[src/rtl/uart_tx.sv]
// uart_tx: AXI-Stream byte in, 8N1 (1 or 2 stop bits) UART frame out.
// A one-entry holding register lets the next byte wait while a frame shifts.
// Ports:
//   i_clk            system clock, rising edge
//   i_rst_n          asynchronous active-low reset
//   i_s_axis_tvalid  byte available
//   i_s_axis_tdata   byte to send, bit 0 first
//   o_s_axis_tready  holding register empty
//   o_txd            serial line, idle high, registered
//   o_txd_busy       frame shifting or byte held
module uart_tx #(
    parameter int CLKS_PER_BIT = 16,
    parameter int STOP_BITS    = 1
) (
    input  logic       i_clk,
    input  logic       i_rst_n,
    input  logic       i_s_axis_tvalid,
    input  logic [7:0] i_s_axis_tdata,
    output logic       o_s_axis_tready,
    output logic       o_txd,
    output logic       o_txd_busy
);

    if (CLKS_PER_BIT < 2) begin : g_bad_cpb
        $error("uart_tx: CLKS_PER_BIT must be >= 2");
    end
    if (STOP_BITS != 1 && STOP_BITS != 2) begin : g_bad_stop
        $error("uart_tx: STOP_BITS must be 1 or 2");
    end

    localparam int CW = $clog2(CLKS_PER_BIT);
    localparam logic [CW-1:0] CNT_LAST = CW'(CLKS_PER_BIT - 1);
    localparam logic [2:0] STOP_LAST = 3'(STOP_BITS - 1);

    typedef enum logic [1:0] {
        IDLE,
        START,
        DATA,
        STOP
    } state_e;

    state_e          state_q, state_d;
    logic [CW-1:0]   cnt_q, cnt_d;
    logic [2:0]      bit_q, bit_d;
    logic [7:0]      shift_q, shift_d;
    logic [7:0]      hold_q, hold_d;
    logic            hold_full_q, hold_full_d;
    logic            txd_q, txd_d;
    logic            load;
    logic            unload;
    logic            cnt_last;

    assign load     = i_s_axis_tvalid & ~hold_full_q;
    assign cnt_last = (cnt_q == CNT_LAST);

    always_comb begin
        state_d = state_q;
        cnt_d   = cnt_q;
        bit_d   = bit_q;
        shift_d = shift_q;
        unload  = 1'b0;
        unique case (state_q)
            IDLE: begin
                if (hold_full_q) begin
                    unload  = 1'b1;
                    shift_d = hold_q;
                    cnt_d   = '0;
                    state_d = START;
                end
            end
            START: begin
                if (cnt_last) begin
                    cnt_d   = '0;
                    bit_d   = '0;
                    state_d = DATA;
                end else begin
                    cnt_d = cnt_q + 1'b1;
                end
            end
            DATA: begin
                if (cnt_last) begin
                    cnt_d = '0;
                    if (bit_q == 3'd7) begin
                        bit_d   = '0;
                        state_d = STOP;
                    end else begin
                        bit_d = bit_q + 1'b1;
                    end
                end else begin
                    cnt_d = cnt_q + 1'b1;
                end
            end
            STOP: begin
                // bit_q counts stop bits here
                if (cnt_last) begin
                    cnt_d = '0;
                    if (bit_q == STOP_LAST) begin
                        bit_d = '0;
                        if (hold_full_q) begin
                            unload  = 1'b1;
                            shift_d = hold_q;
                            state_d = START;
                        end else begin
                            state_d = IDLE;
                        end
                    end else begin
                        bit_d = bit_q + 1'b1;
                    end
                end else begin
                    cnt_d = cnt_q + 1'b1;
                end
            end
            default: begin
                cnt_d   = '0;
                bit_d   = '0;
                state_d = IDLE;
            end
        endcase
    end

    // load needs empty, unload needs full: never both in one cycle
    always_comb begin
        hold_d      = hold_q;
        hold_full_d = hold_full_q;
        if (load) begin
            hold_d      = i_s_axis_tdata;
            hold_full_d = 1'b1;
        end else if (unload) begin
            hold_full_d = 1'b0;
        end
    end

    // line level derived from next state so o_txd is a plain flop
    always_comb begin
        txd_d = 1'b1;
        unique case (state_d)
            START:   txd_d = 1'b0;
            DATA:    txd_d = shift_d[bit_d];
            default: txd_d = 1'b1;
        endcase
    end

    always_ff @(posedge i_clk or negedge i_rst_n) begin
        if (!i_rst_n) begin
            state_q     <= IDLE;
            cnt_q       <= '0;
            bit_q       <= '0;
            shift_q     <= '0;
            hold_q      <= '0;
            hold_full_q <= 1'b0;
            txd_q       <= 1'b1;
        end else begin
            state_q     <= state_d;
            cnt_q       <= cnt_d;
            bit_q       <= bit_d;
            shift_q     <= shift_d;
            hold_q      <= hold_d;
            hold_full_q <= hold_full_d;
            txd_q       <= txd_d;
        end
    end

    assign o_s_axis_tready = ~hold_full_q;
    assign o_txd           = txd_q;
    assign o_txd_busy      = (state_q != IDLE) | hold_full_q;

endmodule
[config.mk]
export PLATFORM = sky130hd
export DESIGN_NAME = uart_tx
export DESIGN_NICKNAME = d
export VERILOG_FILES = /design/src/rtl/uart_tx.sv
export SDC_FILE = /design/constraint.sdc
export NUM_CORES = 1
export LEC_CHECK = 0
export CAP_MARGIN = 20
export CORE_AREA = 4 4 61 85
export CTS_BUF_LIST = sky130_fd_sc_hd__clkbuf_8
export CTS_CLUSTER_SIZE = 14
export DETAILED_ROUTE_END_ITERATION = 12
export DIE_AREA = 0 0 65 89
export PLACE_DENSITY = 0.5
export SLEW_MARGIN = 20
export SYNTH_ARGS = -nofsm -noshare
export SYNTH_HDL_FRONTEND = slang
export SYNTH_SLANG_ARGS = --single-unit
[constraint.sdc]
create_clock -name i_clk -period 2.6 [get_ports i_clk]
set_input_delay 0.26 -clock i_clk [delete_from_list [all_inputs] [get_ports i_clk]]
set_output_delay 0.26 -clock i_clk [all_outputs]
set_load 0.05 [all_outputs]
==> impl_results.html <==
<table>
<tr><th>Metric</th><th>Value</th></tr>
<tr><th colspan="2">Routing</th></tr>
<tr><td>Number of nets with antenna violations after routing</td><td>0</td></tr>
<tr><td>Remaining routing DRC violations</td><td>0</td></tr>
<tr><td>Vias per inst</td><td>5.23</td></tr>
<tr><td>Number of iterations in the first detailed-routing pass</td><td>4</td></tr>
<tr><td>Total routed wirelength</td><td>approximately 3200 um</td></tr>
<tr><td>Total number of vias</td><td>1103</td></tr>
<tr><td>DR iter-0 viols</td><td>52</td></tr>
<tr><td>Wire length per cell</td><td>15.3 um</td></tr>
<tr><th colspan="2">Clock tree</th></tr>
<tr><td>Library cell used as clock root buffer</td><td>clkbuf_8</td></tr>
<tr><td>TritonCTS Buffers</td><td>3</td></tr>
<tr><td>Number of hold-repair buffers added at the cts stage</td><td>0</td></tr>
<tr><td>Number of resized instances in the post-cts repair step</td><td>0</td></tr>
<tr><td>Clock insertion delay at the later pin of the skew report</td><td>between 200 and 300 ps</td></tr>
<tr><td>Clk buf depth</td><td>2</td></tr>
<tr><td>Postcts setup bufs</td><td>0</td></tr>
<tr><td>TritonCTS sink count</td><td>27</td></tr>
<tr><td>Clk pin slew, worst setup/hold paths</td><td>around 90 ps</td></tr>
<tr><td>Clock H-tree levels</td><td>1</td></tr>
<tr><td>Clock tree from TritonCTS</td><td>done</td></tr>
<tr><th colspan="2">Final layout</th></tr>
<tr><td>Layout Cells excl Fill</td><td>211</td></tr>
<tr><td>Antenna diodes</td><td>0</td></tr>
<tr><td>Share of layout cells above drive strength 1</td><td>0.235</td></tr>
<tr><td>Number of nets at the end of the flow</td><td>170</td></tr>
<tr><td>Filler cells</td><td>450</td></tr>
<tr><td>Sequential cell area</td><td>677 sq um</td></tr>
<tr><td>Final Instance Area</td><td>1780 sq um</td></tr>
<tr><td>Area grow syn2layout</td><td>17.2%</td></tr>
<tr><td>Area of the multi-input gates</td><td>762 sq um</td></tr>
<tr><th colspan="2">Run status</th></tr>
<tr><td>Result of the run</td><td>complete, no violations</td></tr>
<tr><th colspan="2">Yosys</th></tr>
<tr><td>Flip-flop and latch count after synthesis</td><td>27</td></tr>
<tr><td>Mean instance size in the synthesized netlist</td><td>11.5 sq um</td></tr>
<tr><td>Syn. warnings</td><td>0</td></tr>
<tr><td>Most used flip-flop cell after synthesis</td><td>dfrtp_1</td></tr>
<tr><td>Post-synth design cell area</td><td>1520 sq um</td></tr>
<tr><td>Cell count after synthesis</td><td>132</td></tr>
<tr><td>Cell accounting for the most synthesized area</td><td>dfrtp_1</td></tr>
<tr><td>Synth cell types</td><td>48</td></tr>
<tr><td>Register area share after synthesis</td><td>0.445</td></tr>
<tr><td>Synth top area share</td><td>0.428</td></tr>
<tr><td>Area contributors post-synth</td><td>dfrtp_1 (43%), ha_1 (7.4%), mux2_2 (7.4%), a22o_1 (4.6%), inv_1 (2.5%)</td></tr>
<tr><td>Number of flops mapped to enable cells by yosys</td><td>0</td></tr>
<tr><td>Net count of the mapped netlist</td><td>152</td></tr>
<tr><td>Library cell with the highest instance count after synthesis</td><td>dfrtp_1</td></tr>
<tr><td>Most instantiated cells after synthesis</td><td>dfrtp_1 (26), inv_1 (10), mux2_2 (10)</td></tr>
<tr><td>Async S/R FF share, synth</td><td>1.00</td></tr>
<tr><th colspan="2">Placed design</th></tr>
<tr><td>Cell area after placement</td><td>1720 sq um</td></tr>
<tr><td>Routability-driven placement congestion ratio</td><td>between 0.7 and 0.8</td></tr>
<tr><td>Final HPWL from detailed placement</td><td>2490 um</td></tr>
<tr><td>Number of cells in the design after placement</td><td>approximately 210</td></tr>
<tr><td>Total of buffers placed on input and output ports</td><td>13</td></tr>
<tr><th colspan="2">Job</th></tr>
<tr><td>Number of maximum-capacitance violations</td><td>0</td></tr>
<tr><th colspan="2">STA</th></tr>
<tr><td>Number of endpoints failing setup at the final stage</td><td>0</td></tr>
<tr><td>Final critical-path share of the clock period</td><td>0.930</td></tr>
<tr><td>Slew at the pin closest to its max-slew limit</td><td>~560 ps</td></tr>
<tr><td>RSZ-0062 raised after global routing</td><td>false</td></tr>
<tr><td>Final Hold Violating Endpoints</td><td>0</td></tr>
<tr><td>Max-Slew Margin vs Limit</td><td>0.623</td></tr>
<tr><td>Worst clock skew</td><td>1.53 ps</td></tr>
<tr><td>Clock period minus final worst setup slack</td><td>2420 ps</td></tr>
<tr><td>Max-slew violations</td><td>0</td></tr>
<tr><td>FMAX</td><td>0.414 GHz</td></tr>
<tr><td>Setup TNS Final</td><td>0 ps</td></tr>
<tr><th colspan="2">Global route</th></tr>
<tr><td>Initial antenna violation count</td><td>0</td></tr>
<tr><td>Grt ovf</td><td>0</td></tr>
<tr><td>Via count of the first global-routing pass</td><td>1173</td></tr>
<tr><td>Total routing resource utilization after global routing</td><td>0.126</td></tr>
<tr><td>Wire length of the first global-routing pass</td><td>5600 um</td></tr>
<tr><td>Largest net degree at the start of global routing</td><td>16</td></tr>
<tr><th colspan="2">Floorplan</th></tr>
<tr><td>Starting density of the core</td><td>0.341</td></tr>
<tr><td>Number of placed I/O pins</td><td>14</td></tr>
<tr><td>Die Width</td><td>65 um</td></tr>
<tr><td>Vertical extent of the die</td><td>a little under 90 um</td></tr>
<tr><td>Die area</td><td>5790 sq um</td></tr>
<tr><td>Core Region</td><td>4460 sq um</td></tr>
<tr><td>Rows</td><td>29</td></tr>
<tr><th colspan="2">Pwr</th></tr>
<tr><td>Standby leakage power</td><td>about 0.77 nW</td></tr>
<tr><td>Tot Pwr</td><td>roughly 1.9 mW</td></tr>
<tr><td>Switching power share of the total</td><td>0.410</td></tr>
<tr><td>Worst ir drop on vdd</td><td>486 uV</td></tr>
<tr><td>Part of the total power dissipated in combinational logic</td><td>0.509</td></tr>
<tr><td>Proportion of power drawn by flip-flops and latches</td><td>0.370</td></tr>
<tr><td>Clock power share</td><td>0.120</td></tr>
<tr><td>Total power density per cell area</td><td>1080 nW/um^2</td></tr>
<tr><td>Int Pwr</td><td>between 1 and 1.5 mW</td></tr>
<tr><td>Net switching power</td><td>786 uW</td></tr>
<tr><th colspan="2">Critical path</th></tr>
<tr><td>Sequence of cells on the critical path</td><td>inv_1 -&gt; ha_1 -&gt; and4b_2 -&gt; mux2i_4 -&gt; mux2_2 -&gt; a22oi_1 -&gt; o32a_1 -&gt; a31oi_1</td></tr>
<tr><td>Depth of the worst register-to-register path</td><td>8</td></tr>
<tr><td>Reg-to-reg setup timing slack</td><td>180 ps</td></tr>
<tr><td>Start-to-end type of the worst setup path</td><td>register to register</td></tr>
<tr><td>Maximum single-stage delay on the critical path</td><td>~450 ps</td></tr>
<tr><td>Endpoint type of the worst setup path</td><td>register</td></tr>
<tr><td>Endpoint of the worst-slack reg-to-reg timing path</td><td>o_txd</td></tr>
<tr><td>Data required time at the worst endpoint</td><td>around 2800 ps</td></tr>
<tr><td>CP max FO</td><td>7</td></tr>
<tr><td>Data arrival, critical path</td><td>2610 ps</td></tr>
<tr><td>Cell with the biggest individual delay on the critical path</td><td>dfrtp_1</td></tr>
<tr><td>Reg-to-reg critical path startpoint</td><td>state_q[1]</td></tr>
<tr><td>Critical Path Start Type</td><td>register</td></tr>
<tr><th colspan="2">Min path</th></tr>
<tr><td>Hold Crit Class</td><td>input pin to asynchronous set/reset pin</td></tr>
</table>
==> worst max-delay path by stage <==
stage               startpoint  cells after the start     to  slack [ps]
floorplan           state_q[1]                     10  o_txd         280
global placement    state_q[1]                      8  o_txd         160
detailed placement  state_q[1]                      8  o_txd          40
CTS                 state_q[1]                      8  o_txd          30
global route        state_q[1]                      8  o_txd          10
finish              state_q[1]                      8  o_txd         180
==> worst max-delay path, delay by kind of cell (launching register included) <==
family | cells | cell delay [ps]
DFF | 1 | 450
adders and majority gates | 1 | 200
muxes | 2 | 750
buffers and inverters | 1 | 110
AOI/OAI and AO/OA | 3 | 440
and+or+nand+nor | 1 | 390
==> state kept, by name (all words and copies together) (netlist names) <==
signal	flops
o_txd	1
hold_q	8
state_q	2
bit_q	3
cnt_q	4
hold_full_q	1
shift_q	8
==> cells in the final DEF (no fill, tap or decap), drive strengths merged, types with 2 or more instances in the layout <==
cell type	synthesis	layout
buf	3	7
a221oi	2	2
or2b	2	2
nor3	3	3
nor2b	3	3
mux2	10	10
nand2	4	4
a22o	9	9
mux2i	2	2
a31o	2	2
ha	9	9
inv	10	11
and3	3	3
clkdlybuf4s50	0	13
a221o	4	4
nand3	4	4
dfrtp	26	26
o21ai	7	7
a21oi	3	3
clkbuf	4	3
o41ai	2	2
nor2	2	2
==> logic make-up after synthesis <==
| kind of cell | synth area share |
|---|---|
| flops | 0.445 |
| fa+ha+maj | 0.0741 |
| mux | 0.0897 |
| buf+inv | 0.0675 |
| compound gates | 0.213 |
| simple gates | 0.110 |
==> through the flow <==
step                 util  worst slack (ps)  hold slack [ps]
floorplan               -               278            -35.6
global placement    0.384               165              495
detailed placement  0.384              44.4              492
CTS                 0.394              34.0              373
global route        0.399              14.4              397
finish              0.399               182              348
==> area by class of cell <==
cell class / count / share of cell area
flip-flops and latches: 27 / 0.380
well taps: 62 / 0.0435
inverters: 10 / 0.0211
clock inverters: 1 / 0.00211
repair buffers: 20 / 0.103
multi-input cells: 88 / 0.428
clock buffers: 3 / 0.0232
==> layer usage <==
metal  part of all wire  up-vias  track usage  wire length [um]
met3              0.019        2       0.0176                62
met5                  0        -            0                 0
met1               0.42      555        0.147              1350
li1                   -      528            -                 -
met2               0.55       18        0.230              1790
met4             0.0084        0       0.0500                27
==> power by group through the flow <==
| stage | Clock, mW | Sequential (mW) | Combinational [mW] |
|---|---|---|---|
| floorplan | 0 | 0.704 | 0.743 |
| global placement | 0 | 0.715 | 0.946 |
| detailed placement | 0 | 0.717 | 0.964 |
| CTS | 0.240 | 0.710 | 0.968 |
| global route | 0.260 | 0.734 | 1.08 |
| finish | 0.231 | 0.710 | 0.976 |
Note: power is estimated with default switching activity, not from simulation.
